$ cat config.mk
export PLATFORM = sky130hd
export DESIGN_NAME = pipeline_hazard_controller
export DESIGN_NICKNAME = d
export VERILOG_FILES = /design/src/rtl/pipeline_hazard_controller_pkg.sv /design/src/rtl/hazard_scoreboard.sv /design/src/rtl/pipeline_hazard_controller.sv
export SDC_FILE = /design/constraint.sdc
export NUM_CORES = 1
export LEC_CHECK = 0
export BUFFER_PORTS_ARGS = -buffer_cell sky130_fd_sc_hd__buf_4
export CAP_MARGIN = 20
export CORE_UTILIZATION = 57
export DETAILED_ROUTE_END_ITERATION = 16
export PLACE_DENSITY = 0.89
export SETUP_SLACK_MARGIN = 0.1
export SYNTH_ARGS = -nofsm -noshare
export SYNTH_HDL_FRONTEND = slang
export SYNTH_SLANG_ARGS = --single-unit
$ cat constraint.sdc
create_clock -name clk -period 4.5 [get_ports clk]
set_clock_uncertainty 0.1 [all_clocks]
set_input_delay 0.45 -clock clk [delete_from_list [all_inputs] [get_ports clk]]
set_output_delay 0.45 -clock clk [all_outputs]
set_load 0.02 [all_outputs]
$ cat src/rtl/pipeline_hazard_controller_pkg.sv
// Purpose: shared encodings for the decode-stage interlock and flush sequencer.
// Latency: n/a (types and constants only).
// Backpressure: n/a.
//
// Contents:
//   hazState_t  - sequencer state, visible on the controller's state port
//   sbEntry_t   - one scoreboard slot: {valid, dest}
//   REG_ZERO    - hard-wired zero register, never a dependency
//   REG_RA      - link register written by jal
package pipeline_hazard_controller_pkg;

  typedef enum logic [1:0] {
    ST_RUN   = 2'b00,
    ST_STALL = 2'b01,
    ST_FLUSH = 2'b10
  } hazState_t;

  localparam logic [4:0] REG_ZERO = 5'd0;
  localparam logic [4:0] REG_RA   = 5'd31;

  typedef struct packed {
    logic       valid;
    logic [4:0] dest;
  } sbEntry_t;

endpackage

$ cat src/rtl/hazard_scoreboard.sv
// Purpose: shift-register record of in-flight destination registers plus RAW match on rs/rt.
// Latency: a load is visible to the match logic the cycle after it is presented; match is combinational.
// Backpressure: none; the register shifts every cycle, and the caller gates what enters entry 0.
//
// Ports:
//   clk, reset         - rising-edge clock, async active-high reset (clears every entry)
//   loadValid/loadDest - candidate for entry 0 (youngest, ID/EX)
//   squash             - wrong-path kill: entries 0 and 1 load invalid on this edge
//   rsAddr/rtAddr      - decode source registers to compare
//   rsMatch/rtMatch    - some valid in-range entry holds that destination
module hazard_scoreboard
  import pipeline_hazard_controller_pkg::*;
#(
  parameter int SB_DEPTH  = 3,
  parameter bit WB_BYPASS = 1'b0
) (
  input  logic       clk,
  input  logic       reset,
  input  logic       loadValid,
  input  logic [4:0] loadDest,
  input  logic       squash,
  input  logic [4:0] rsAddr,
  input  logic [4:0] rtAddr,
  output logic       rsMatch,
  output logic       rtMatch
);

  // With a write-through register file, the MEM/WB producer's data is already
  // visible to decode, so the oldest slot drops out of the compare.
  localparam int MATCH_DEPTH = WB_BYPASS ? SB_DEPTH - 1 : SB_DEPTH;

  sbEntry_t entries [SB_DEPTH];

  always_ff @(posedge clk or posedge reset) begin
    if (reset) begin
      for (int i = 0; i < SB_DEPTH; i++) begin
        entries[i] <= '0;
      end
    end else begin
      entries[0].valid <= loadValid & ~squash;
      entries[0].dest  <= loadDest;
      for (int i = 1; i < SB_DEPTH; i++) begin
        // Slot 1 receives what sat in ID/EX: younger than the redirecting
        // instruction in MEM, so it is on the wrong path and is dropped.
        entries[i].valid <= entries[i-1].valid & ~(squash && (i == 1));
        entries[i].dest  <= entries[i-1].dest;
      end
    end
  end

  always_comb begin
    rsMatch = 1'b0;
    rtMatch = 1'b0;
    for (int i = 0; i < MATCH_DEPTH; i++) begin
      if (entries[i].valid && (entries[i].dest == rsAddr)) rsMatch = 1'b1;
      if (entries[i].valid && (entries[i].dest == rtAddr)) rtMatch = 1'b1;
    end
  end

endmodule

$ cat src/rtl/pipeline_hazard_controller.sv
// Purpose: RAW interlock and MEM-stage redirect flush sequencer for a 5-stage core without forwarding.
// Latency: enables/flushes are combinational in the same cycle; state and counters update on the next edge.
// Backpressure: a RAW hazard holds PC and IF/ID and injects a bubble into ID/EX until the producer leaves range.
//
// Ports:
//   clk, reset                   - rising-edge clock, async active-high reset
//   id_valid, id_rs, id_rt,
//   id_uses_rs, id_uses_rt       - decode-stage instruction and which sources it reads
//   id_reg_write, id_write_reg   - decode-stage destination (already resolved to rt/rd/31)
//   redirect_mem                 - taken branch / jump / jr resolving in MEM
//   pc_enable, if_id_enable      - front-end load enables
//   if_id_flush, id_ex_flush,
//   ex_mem_flush                 - clear the named pipeline register on the next edge
//   state                        - 00 RUN, 01 STALL, 10 FLUSH
//   stall_cycles, flush_events   - saturating performance counters
module pipeline_hazard_controller
  import pipeline_hazard_controller_pkg::*;
#(
  parameter int SB_DEPTH  = 3,
  parameter bit WB_BYPASS = 1'b0,
  parameter int CNT_WIDTH = 16
) (
  input  logic                 clk,
  input  logic                 reset,
  input  logic                 id_valid,
  input  logic [4:0]           id_rs,
  input  logic [4:0]           id_rt,
  input  logic                 id_uses_rs,
  input  logic                 id_uses_rt,
  input  logic                 id_reg_write,
  input  logic [4:0]           id_write_reg,
  input  logic                 redirect_mem,
  output logic                 pc_enable,
  output logic                 if_id_enable,
  output logic                 if_id_flush,
  output logic                 id_ex_flush,
  output logic                 ex_mem_flush,
  output logic [1:0]           state,
  output logic [CNT_WIDTH-1:0] stall_cycles,
  output logic [CNT_WIDTH-1:0] flush_events
);

  hazState_t            stateQ;
  logic [CNT_WIDTH-1:0] stallCnt;
  logic [CNT_WIDTH-1:0] flushCnt;

  logic inFlush;
  logic rsMatch;
  logic rtMatch;
  logic rsHazard;
  logic rtHazard;
  logic hazard;
  logic sbLoad;

  // The cycle after a redirect, ID holds a cleared instruction, so whatever
  // is on the decode inputs is not real: no interlock and no scoreboard entry.
  assign inFlush = (stateQ == ST_FLUSH);

  hazard_scoreboard #(
    .SB_DEPTH  (SB_DEPTH),
    .WB_BYPASS (WB_BYPASS)
  ) uScoreboard (
    .clk       (clk),
    .reset     (reset),
    .loadValid (sbLoad),
    .loadDest  (id_write_reg),
    .squash    (redirect_mem),
    .rsAddr    (id_rs),
    .rtAddr    (id_rt),
    .rsMatch   (rsMatch),
    .rtMatch   (rtMatch)
  );

  // $0 is hard-wired, so it is never a real dependency in either direction.
  assign rsHazard = id_uses_rs && (id_rs != REG_ZERO) && rsMatch;
  assign rtHazard = id_uses_rt && (id_rt != REG_ZERO) && rtMatch;
  assign hazard   = id_valid && !inFlush && (rsHazard || rtHazard);

  // A stalled instruction stays in ID and re-presents itself, so it is only
  // recorded on the cycle it actually moves into EX.
  assign sbLoad = id_valid && id_reg_write && (id_write_reg != REG_ZERO)
                  && !hazard && !inFlush;

  // Redirect wins over a hazard: the stalled instruction is wrong-path anyway.
  always_comb begin
    pc_enable    = 1'b1;
    if_id_enable = 1'b1;
    if_id_flush  = 1'b0;
    id_ex_flush  = 1'b0;
    ex_mem_flush = 1'b0;
    if (!reset) begin
      if (redirect_mem) begin
        if_id_flush  = 1'b1;
        id_ex_flush  = 1'b1;
        ex_mem_flush = 1'b1;
      end else if (hazard) begin
        pc_enable    = 1'b0;
        if_id_enable = 1'b0;
        id_ex_flush  = 1'b1;
      end
    end
  end

  always_ff @(posedge clk or posedge reset) begin
    if (reset) begin
      stateQ   <= ST_RUN;
      stallCnt <= '0;
      flushCnt <= '0;
    end else begin
      if (redirect_mem) begin
        stateQ <= ST_FLUSH;
      end else if (hazard) begin
        stateQ <= ST_STALL;
      end else begin
        stateQ <= ST_RUN;
      end

      if (hazard && !redirect_mem && (stallCnt != '1)) begin
        stallCnt <= stallCnt + CNT_WIDTH'(1);
      end
      if (redirect_mem && (flushCnt != '1)) begin
        flushCnt <= flushCnt + CNT_WIDTH'(1);
      end
    end
  end

  assign state        = stateQ;
  assign stall_cycles = stallCnt;
  assign flush_events = flushCnt;

endmodule

* After elaboration in Yosys (flattened, before gate mapping)
Cells that the tools add are included.
** Operators by class
- Add/sub/neg operators :: 2
- Equality and inequality tests :: 9
- Mux-type cells :: 16
- Bitwise gates (word level) :: 3
- Reduce and logical (&&, ||, !) cells :: 26
** Operators with widths (number)
- 16-bit by 1-bit adder with 16-bit output, second input constant :: 2
- 16-bit != test, second input constant :: 2
- 5-bit equality test :: 6
- 1-bit logical AND :: 19
- 1-bit 2-to-1 mux :: 15
- 5-bit nonzero test :: 3
- 1-bit zero test :: 3
- 1-bit bitwise AND :: 2
- 2-bit equality test, second input constant :: 1
- 2-bit 2-to-1 mux :: 1
- 1-bit logical OR :: 1
- 1-bit NOT :: 1
** Word-level totals
- Bits in registers :: 52
- Input bits :: 22
- Output and inout bits :: 39

* Longest topological paths before layout
Gate-level depths: netlist of the first run.
- Word-level depth :: 12
- Depth in mapped cells :: 8

* Cells and area by module
From an unflattened synthesis of the first run, not the netlist that was laid out.
** Unflattened totals
- Cells, all modules :: 219
- Area total of the unflattened synthesis :: 2503.7 um^2
** Modules (own cells, without submodules)
- pipeline_hazard_controller :: instances 1, cells each 154, area an instance 1696.6 um^2, seq. area each 850.8 um^2
- hazard_scoreboard :: instances 1, cells each 65, area an instance 807.0 um^2, seq. area each 450.4 um^2

* Worst setup path after synthesis of the first run
OpenSTA, ideal clock, no wires.
- Kind :: input to output
- Start point :: input port reset
- End point :: output port pc_enable
- Data arrival time :: 2.289 ns
- Setup slack :: 1.661 ns
- Cell stages on the path :: 3
- Cells stage by stage :: inv_1 > nand2_1 > buf_4
** Between the ends
- Word-level cells in the longest chain between the ends :: 1
** Ends and longest elaborated chain
- start, declared :: RTL line pipeline_hazard_controller.sv:24 : input logic reset,
- 1-bit 2-to-1 mux
- end, declared :: RTL line pipeline_hazard_controller.sv:33 : output logic pc_enable,
No other way between the ends.

* Final worst setup path of the first run
- Start point :: register uScoreboard.entries[16] in the netlist's numbering
- End point :: output port pc_enable
** Between the ends
- Word-level cells in the longest chain between the ends :: 11
- Elaborated cells between the ends (all ways) :: 17
- Classes of those cells :: 2 x eq/ne; 9 x mux; 6 x reduce/logical
** Ends and longest elaborated chain
- start, declared :: RTL line hazard_scoreboard.sv:32 : sbEntry_t entries [SB_DEPTH];
- 5-bit equality test (on tied branches) :: RTL line hazard_scoreboard.sv:55, hazard_scoreboard.sv:56
- 1-bit logical AND (on tied branches) :: RTL line hazard_scoreboard.sv:55, hazard_scoreboard.sv:56
- 1-bit 2-to-1 mux (on tied branches) (3 in a row) :: RTL line hazard_scoreboard.sv:55, hazard_scoreboard.sv:56
- 1-bit logical AND (on tied branches) :: RTL line pipeline_hazard_controller.sv:75, pipeline_hazard_controller.sv:76
- 1-bit logical OR (*) :: RTL line pipeline_hazard_controller.sv:77 : assign hazard = id_valid && !inFlush && (rsHazard || rtHazard);
- 1-bit logical AND (*) :: RTL line pipeline_hazard_controller.sv:77
- 1-bit 2-to-1 mux (*) :: RTL line pipeline_hazard_controller.sv:96 : end else if (hazard) begin
- 1-bit 2-to-1 mux (*) :: RTL line pipeline_hazard_controller.sv:92 : if (redirect_mem) begin
- 1-bit 2-to-1 mux (*) :: RTL line pipeline_hazard_controller.sv:91 : if (!reset) begin
Mark *: on every way between the ends. The rest lies on a longest branch, timed or not.

==> results of run 1 <==
## layout make-up
| cell class | instances | area share |
|---|---|---|
| repair buffers | 61 | 0.145 |
| clock buffers | 7 | 0.0273 |
| flip-flops and latches | 52 | 0.411 |
| multi-input cells | 165 | 0.388 |
| inverters | 5 | 0.00593 |
| well taps | 52 | 0.0206 |
| clock inverters | 1 | 0.00237 |
## per-stage QoR
step / setup slack, ns / total power (µW) / instances / area, µm² / hold slack, ns
finish: 1.54 / 1040 / 343 / 3170 / 0.155
global route: 1.39 / 1100 / 343 / 3170 / 0.139
CTS: 1.56 / 1050 / 343 / 3170 / 0.147
detailed placement: 1.74 / 779 / 335 / 3070 / 0.300
global placement: 1.83 / 772 / 335 / 3070 / 0.297
floorplan: 1.66 / 681 / 226 / 2590 / 0.273
## logic make-up after synthesis
kind of cell / after synthesis
AOI/OAI and AO/OA: 30
xor gates and xnor gates: 57
adders and majority gates: 2
buffers and inverters: 9
DFF: 52
muxes: 3
and+or+nand+nor: 73
## power breakdown
part	switching (µW)	leakage, µW	internal (µW)
clock network	143	0.0000445	125
logic	114	0.000755	103
registers	45.6	0.000667	505
total	303	0.00147	733
## sequential cells by signal (all words and copies together) (netlist names)
register             cells
flush_events            16
stall_cycles            16
state                    2
uScoreboard.entries     18
## worst min path at each step
stage	startpoint	endpoint	slack, ns
6_report	id_write_reg[4]	uScoreboard.entries[16]	0.16
3_3_place_gp	uScoreboard.entries[11]	uScoreboard.entries[5]	0.30
5_1_grt	id_write_reg[1]	uScoreboard.entries[13]	0.14
4_1_cts	id_write_reg[1]	uScoreboard.entries[13]	0.15
2_1_floorplan	uScoreboard.entries[11]	uScoreboard.entries[5]	0.27
3_5_place_dp	uScoreboard.entries[11]	uScoreboard.entries[5]	0.30
## cells in the final DEF (no fill, tap or decap), types with 5 or more instances in the layout
master / n
nand4_1: 6
a2111oi_2: 5
xor2_1: 37
nand3_1: 18
a211oi_2: 7
nand2_1: 17
nor4_1: 6
nor2_1: 7
clkbuf_8: 6
dfrtp_1: 52
buf_4: 61
a21oi_1: 5
xnor2_1: 20
## metal layers
layer	vias to the layer above	share of wire
met5	-	0
met2	67	0.50
met4	0	0.021
met1	958	0.43
li1	932	-
met3	9	0.047
## worst reg2reg max path: cells and delay by family (launching register included)
| family | cells | cell delay (ns) |
|---|---|---|
| AOI/OAI and AO/OA | 2 | 0.93 |
| and+or+nand+nor | 2 | 0.57 |
| DFF | 1 | 0.42 |
| muxes | 1 | 0.36 |
| xor gates and xnor gates | 1 | 0.17 |
==> flow_metrics.env, run 1 <==
export IMPL_cp_num_cells=7
export IMPL_synth_top_cells_by_count="dfrtp_1 (52), xor2_1 (37), xnor2_1 (20)"
export IMPL_drive_gt1_frac=0.299
export IMPL_post_cts_buffers=0
export IMPL_n_fill_cell=308
export IMPL_synth_seq_cells=52
export IMPL_crit_path_end_kind="primary output"
export IMPL_period_share=0.659
export IMPL_num_antenna_cells=0
export IMPL_grt_util_met3=0.0378
export IMPL_dp_hpwl_mm=3.99
export IMPL_fmax_mhz=337
export IMPL_clk_latency_ns=0.30
export IMPL_crit_path_max_fanout=16
export IMPL_synth_most_common_cell="dfrtp_1"
export IMPL_initial_core_util=0.594
export IMPL_num_vias=1966
export IMPL_cts_buffers=5
export IMPL_outcome="finished clean"
export IMPL_synth_main_ff_cell="dfrtp_1"
export IMPL_synthAdderAreaFrac=0.00968
export IMPL_drc=0
export IMPL_dr_pass1_iters=4
export IMPL_hold_viol=0
export IMPL_ir_worst_vdd_uv=288
export IMPL_htreeDepth=2
export IMPL_reg2reg_to="stall_cycles[1]"
export IMPL_setup_viol=0
export IMPL_period_needed_ns=2.96
export IMPL_path_class="register to primary output"
export IMPL_area_growth_pct=22.4
export IMPL_seqCellArea_um2=1300
export IMPL_crit_family="simple AND/OR/NAND/NOR gates"
export IMPL_final_util=0.727
export IMPL_p_leak_uw=0.00147
export IMPL_ys_warn_count=0
export IMPL_seq_area_frac_synth=0.503
export IMPL_power_density_nw_per_um2=327
export IMPL_synth_top_family_by_area="XOR/XNOR gates"
export IMPL_critPathBufInv=1
export IMPL_synth_top_area_share=0.503
export IMPL_synthDistinctLibCells=36
export IMPL_grt_pass1_wl_mm=9.07
export IMPL_netlist_area_um2=2590
export IMPL_io_pins=61
export IMPL_grt_pass1_vias=1977
export IMPL_hold_buffers=0
export IMPL_root_buffer="clkbuf_8"
export IMPL_synth_area_leaders="dfrtp_1 (50%), xor2_1 (13%), xnor2_1 (6.8%)"
export IMPL_clkSinkCount=52
export IMPL_crit_path_start_kind="register"
export IMPL_slew_viol_final=0
export IMPL_antenna_left=0
export IMPL_tns_ns=0
export IMPL_multiInputGateArea_um2=1230
export IMPL_busiest_layer="met2"
export IMPL_post_cts_resized=0
export IMPL_viasPerCell=5.73
export IMPL_hp_class="primary input to register"
export IMPL_core_area_um2=4350
export IMPL_yosysTopAreaCell="dfrtp_1"
export IMPL_grt_use_met2=0.393
export IMPL_die_h_um=69.4
export IMPL_worst_path_max_delay_cell="a311o_2"
export IMPL_grt_remaining_overflow=0
export IMPL_yosys_area_share_xor_xnor=0.193
export IMPL_ys_async_sr_fraction=1.00
export IMPL_place_congestion=0.853
export IMPL_crit_chain="xor2_1, nor4_1, nand3_1, a311o_2, nand2_1, nand2_1, buf_4"
export IMPL_fin_nets=314
export IMPL_endpoint="pc_enable"
export IMPL_floorplan_die_area_um2=4810
export IMPL_drv_cap=0
export IMPL_synth_compound_area_frac=0.109
export IMPL_clk_pin_slew_ns=0.09
export IMPL_crit_reg2reg_launch="uScoreboard.entries[16]"
export IMPL_reg2regPathDepth=6
export IMPL_r2r_slack_ns=1.84
export IMPL_slowest_delay_ns=0.57
export IMPL_wl_per_cell_um=15.3
export IMPL_rsz0062_at_grt="no"
export IMPL_crit_required_ns=3.95
export IMPL_synth_avg_cell_area_um2=11.4
export IMPL_drt_iter0_drc=128
export IMPL_yosys_area_share_simple=0.150
export IMPL_synth_edf_count=0
export IMPL_dieWidth_um=69.4
export IMPL_grt_max_degree=53
export IMPL_postSynthCellCount=226
export IMPL_slew_headroom=0.584
export IMPL_worstSetupStartpoint="uScoreboard.entries[16]"
export IMPL_cts_buffer_depth=2
export IMPL_io_buffers=60
export IMPL_grt_util_all_layers=0.237
export IMPL_hold_depth=1
export IMPL_syn_nets=250
export IMPL_cp_arrival_ns=2.41
export IMPL_placementRows=24
export IMPL_synthMuxAreaShare=0.0131
export IMPL_cts_tree="built"
export IMPL_grt_met1_usage=0.308
export IMPL_drt_wl_total_mm=5.24
export IMPL_cpMostUsedCell="nand2_1"
export IMPL_antenna_found_initial=0
export IMPL_worstMarginPinSlew_ns=0.625
No activity file was read; power rests on OpenSTA's default activity.
==> inputs of run 2 (changes only) <==
- CORE_UTILIZATION: 57 -> 53
- PLACE_DENSITY: 0.89 -> 0.84
- clock period: 4.5 -> 2.9 ns (I/O delays scaled with it)
==> run 2 against run 1 <==
Sequential power up 55%; clock-buffer cell count shrank 1; critical path depth did not move; worst hold slack lost 0.090 ns; routed wire length rose by 5.5%; total power is 63% higher; largest cell class unchanged; first-iteration DRC count up 13%; via count is 1.5% higher.
==> flow_metrics.env, run 2 (synthesized netlist as in run 1, its figures left out) <==
export IMPL_hp_class="primary input to register"
export IMPL_reg2regPathDepth=7
export IMPL_core_area_um2=4720
export IMPL_path_class="register to primary output"
export IMPL_drv_cap=0
export IMPL_worstMarginPinSlew_ns=0.633
export IMPL_dr_pass1_iters=4
export IMPL_regMostFlops="uScoreboard.entries"
export IMPL_drt_iter0_drc=145
export IMPL_fin_nets=332
export IMPL_antenna_found_initial=0
export IMPL_cts_buffer_depth=2
export IMPL_layout_commonest_cell="buf_4"
export IMPL_viasPerCell=5.31
export IMPL_period_share=0.905
export IMPL_cp_arrival_ns=2.23
export IMPL_drt_wl_total_mm=5.53
export IMPL_place_congestion=0.880
export IMPL_grt_pass1_vias=1851
export IMPL_largest_register_ffs=18
export IMPL_p_leak_uw=0.00155
export IMPL_io_pins=61
export IMPL_clkSinkCount=52
export IMPL_htreeDepth=2
export IMPL_slew_headroom=0.574
export IMPL_wl_met2_mm=2.72
export IMPL_grt_pass1_wl_mm=8.74
export IMPL_wl_met1_mm=2.52
export IMPL_outcome="finished clean"
export IMPL_drc=0
export IMPL_fin_hold_ws_ns=0.0653
export IMPL_crit_chain="xor2_1, nor4_1, nand3_1, a311o_2, nand2_1, nand2_1, buf_4"
export IMPL_clk_pin_slew_ns=0.10
export IMPL_crit_required_ns=2.51
export IMPL_floorplan_die_area_um2=5160
export IMPL_dp_hpwl_mm=4.00
export IMPL_min_to="state[1]"
export IMPL_hold_depth=1
export IMPL_placementRows=25
export IMPL_fmax_mhz=381
export IMPL_crit_reg2reg_launch="uScoreboard.entries[16]"
export IMPL_final_cell_mix="buf_4 (73), dfrtp_1 (52), xor2_1 (37)"
export IMPL_num_antenna_cells=0
export IMPL_hold_path_startpoint="redirect_mem"
export IMPL_wl_per_cell_um=14.7
export IMPL_seqCellArea_um2=1300
export IMPL_root_buffer="clkbuf_8"
export IMPL_grt_max_degree=29
export IMPL_hold_viol=0
export IMPL_io_buffers=60
export IMPL_multiInputGateArea_um2=1230
export IMPL_post_cts_resized=0
export IMPL_r2r_slack_ns=0.39
export IMPL_slowest_delay_ns=0.47
export IMPL_worst_path_max_delay_cell="a311o_2"
export IMPL_crit_path_max_fanout=7
export IMPL_cpMostUsedCell="nand2_1"
export IMPL_antenna_left=0
export IMPL_area_growth_pct=29.5
export IMPL_crit_path_end_kind="primary output"
export IMPL_cts_tree="built"
export IMPL_power_density_nw_per_um2=505
export IMPL_num_vias=1995
export IMPL_topRoutingLayerUsed="met4"
export IMPL_crit_path_start_kind="register"
export IMPL_grt_remaining_overflow=0
export IMPL_clk_latency_ns=0.30
export IMPL_dieWidth_um=71.9
export IMPL_setup_viol=0
export IMPL_rsz0062_at_grt="no"
export IMPL_die_h_um=71.9
export IMPL_grt_util_all_layers=0.221
export IMPL_cts_buffers=5
export IMPL_drive_gt1_frac=0.320
export IMPL_slew_viol_final=0
export IMPL_initial_core_util=0.548
export IMPL_tns_ns=0
export IMPL_period_needed_ns=2.62
export IMPL_reg2reg_to="stall_cycles[6]"
export IMPL_n_fill_cell=346
export IMPL_ir_worst_vdd_uv=465
export IMPL_wl_met3_um=210
run 2: cell types whose count changed in the layout (fill, tap and decap cells not counted):
cell and delta:
dlygate4sd3_1 +6, buf_4 +12, bufinv_16 +1, clkinvlp_4 -1
clkinv_2 +1, clkbuf_8 -1
run 2: how the worst max path moves through the flow:
stage               slack, ns         endpoint  depth (start not counted)                    start
floorplan                0.38        pc_enable                          3                    reset
global placement         0.39  stall_cycles[1]                          7                 id_rs[4]
detailed placement       0.36  stall_cycles[1]                          7                 id_rs[4]
CTS                      0.14        pc_enable                          7  uScoreboard.entries[16]
global route             0.16        pc_enable                          7   uScoreboard.entries[4]
finish                   0.28        pc_enable                          7   uScoreboard.entries[7]
run 2: layout make-up:
| cell class | instances | area share |
|---|---|---|
| flip-flops and latches | 52 | 0.389 |
| multi-input cells | 165 | 0.367 |
| inverters | 5 | 0.00561 |
| clock inverters | 2 | 0.0105 |
| repair buffers | 79 | 0.182 |
| well taps | 67 | 0.0250 |
| clock buffers | 6 | 0.0217 |
run 2: what timing repair did:
| item | CTS | global route |
|---|---|---|
| buffers inserted | 0 | 12 |
| hold buffers | 6 | 0 |
| endpoints found under the hold margin | 31 | 0 |
| endpoints found under the setup margin | 0 | 2 |
run 2: power by group:
group          internal [µW]  switching [µW]
registers                784            72.0
clock network            256             231
logic                    164             183
total                   1200             486
run 2: per-layer routing:
layer,track usage,vias to the layer above
met4,0.0850,0
met2,0.357,51
li1,-,969
met3,0.0323,8
met1,0.303,967
met5,0,-
run 2: metrics by stage:
step | worst slack, ns | utilization | power (µW) | area [µm²] | std cells
4_1_cts | 0.139 | 0.690 | 1700 | 3260 | 364
3_3_place_gp | 0.395 | 0.654 | 1200 | 3090 | 350
6_report | 0.276 | 0.709 | 1690 | 3350 | 376
3_5_place_dp | 0.356 | 0.654 | 1210 | 3090 | 350
2_1_floorplan | 0.381 | - | 1060 | 2590 | 226
5_1_grt | 0.156 | 0.709 | 1760 | 3350 | 376
run 2: worst max-delay path, delay by kind of cell, from the launching register on:
kind,cells,cell delay (ns)
AOI/OAI and AO/OA,1,0.47
xor gates and xnor gates,1,0.16
buffers and inverters,1,0.19
DFF,1,0.42
and+or+nand+nor,4,0.69
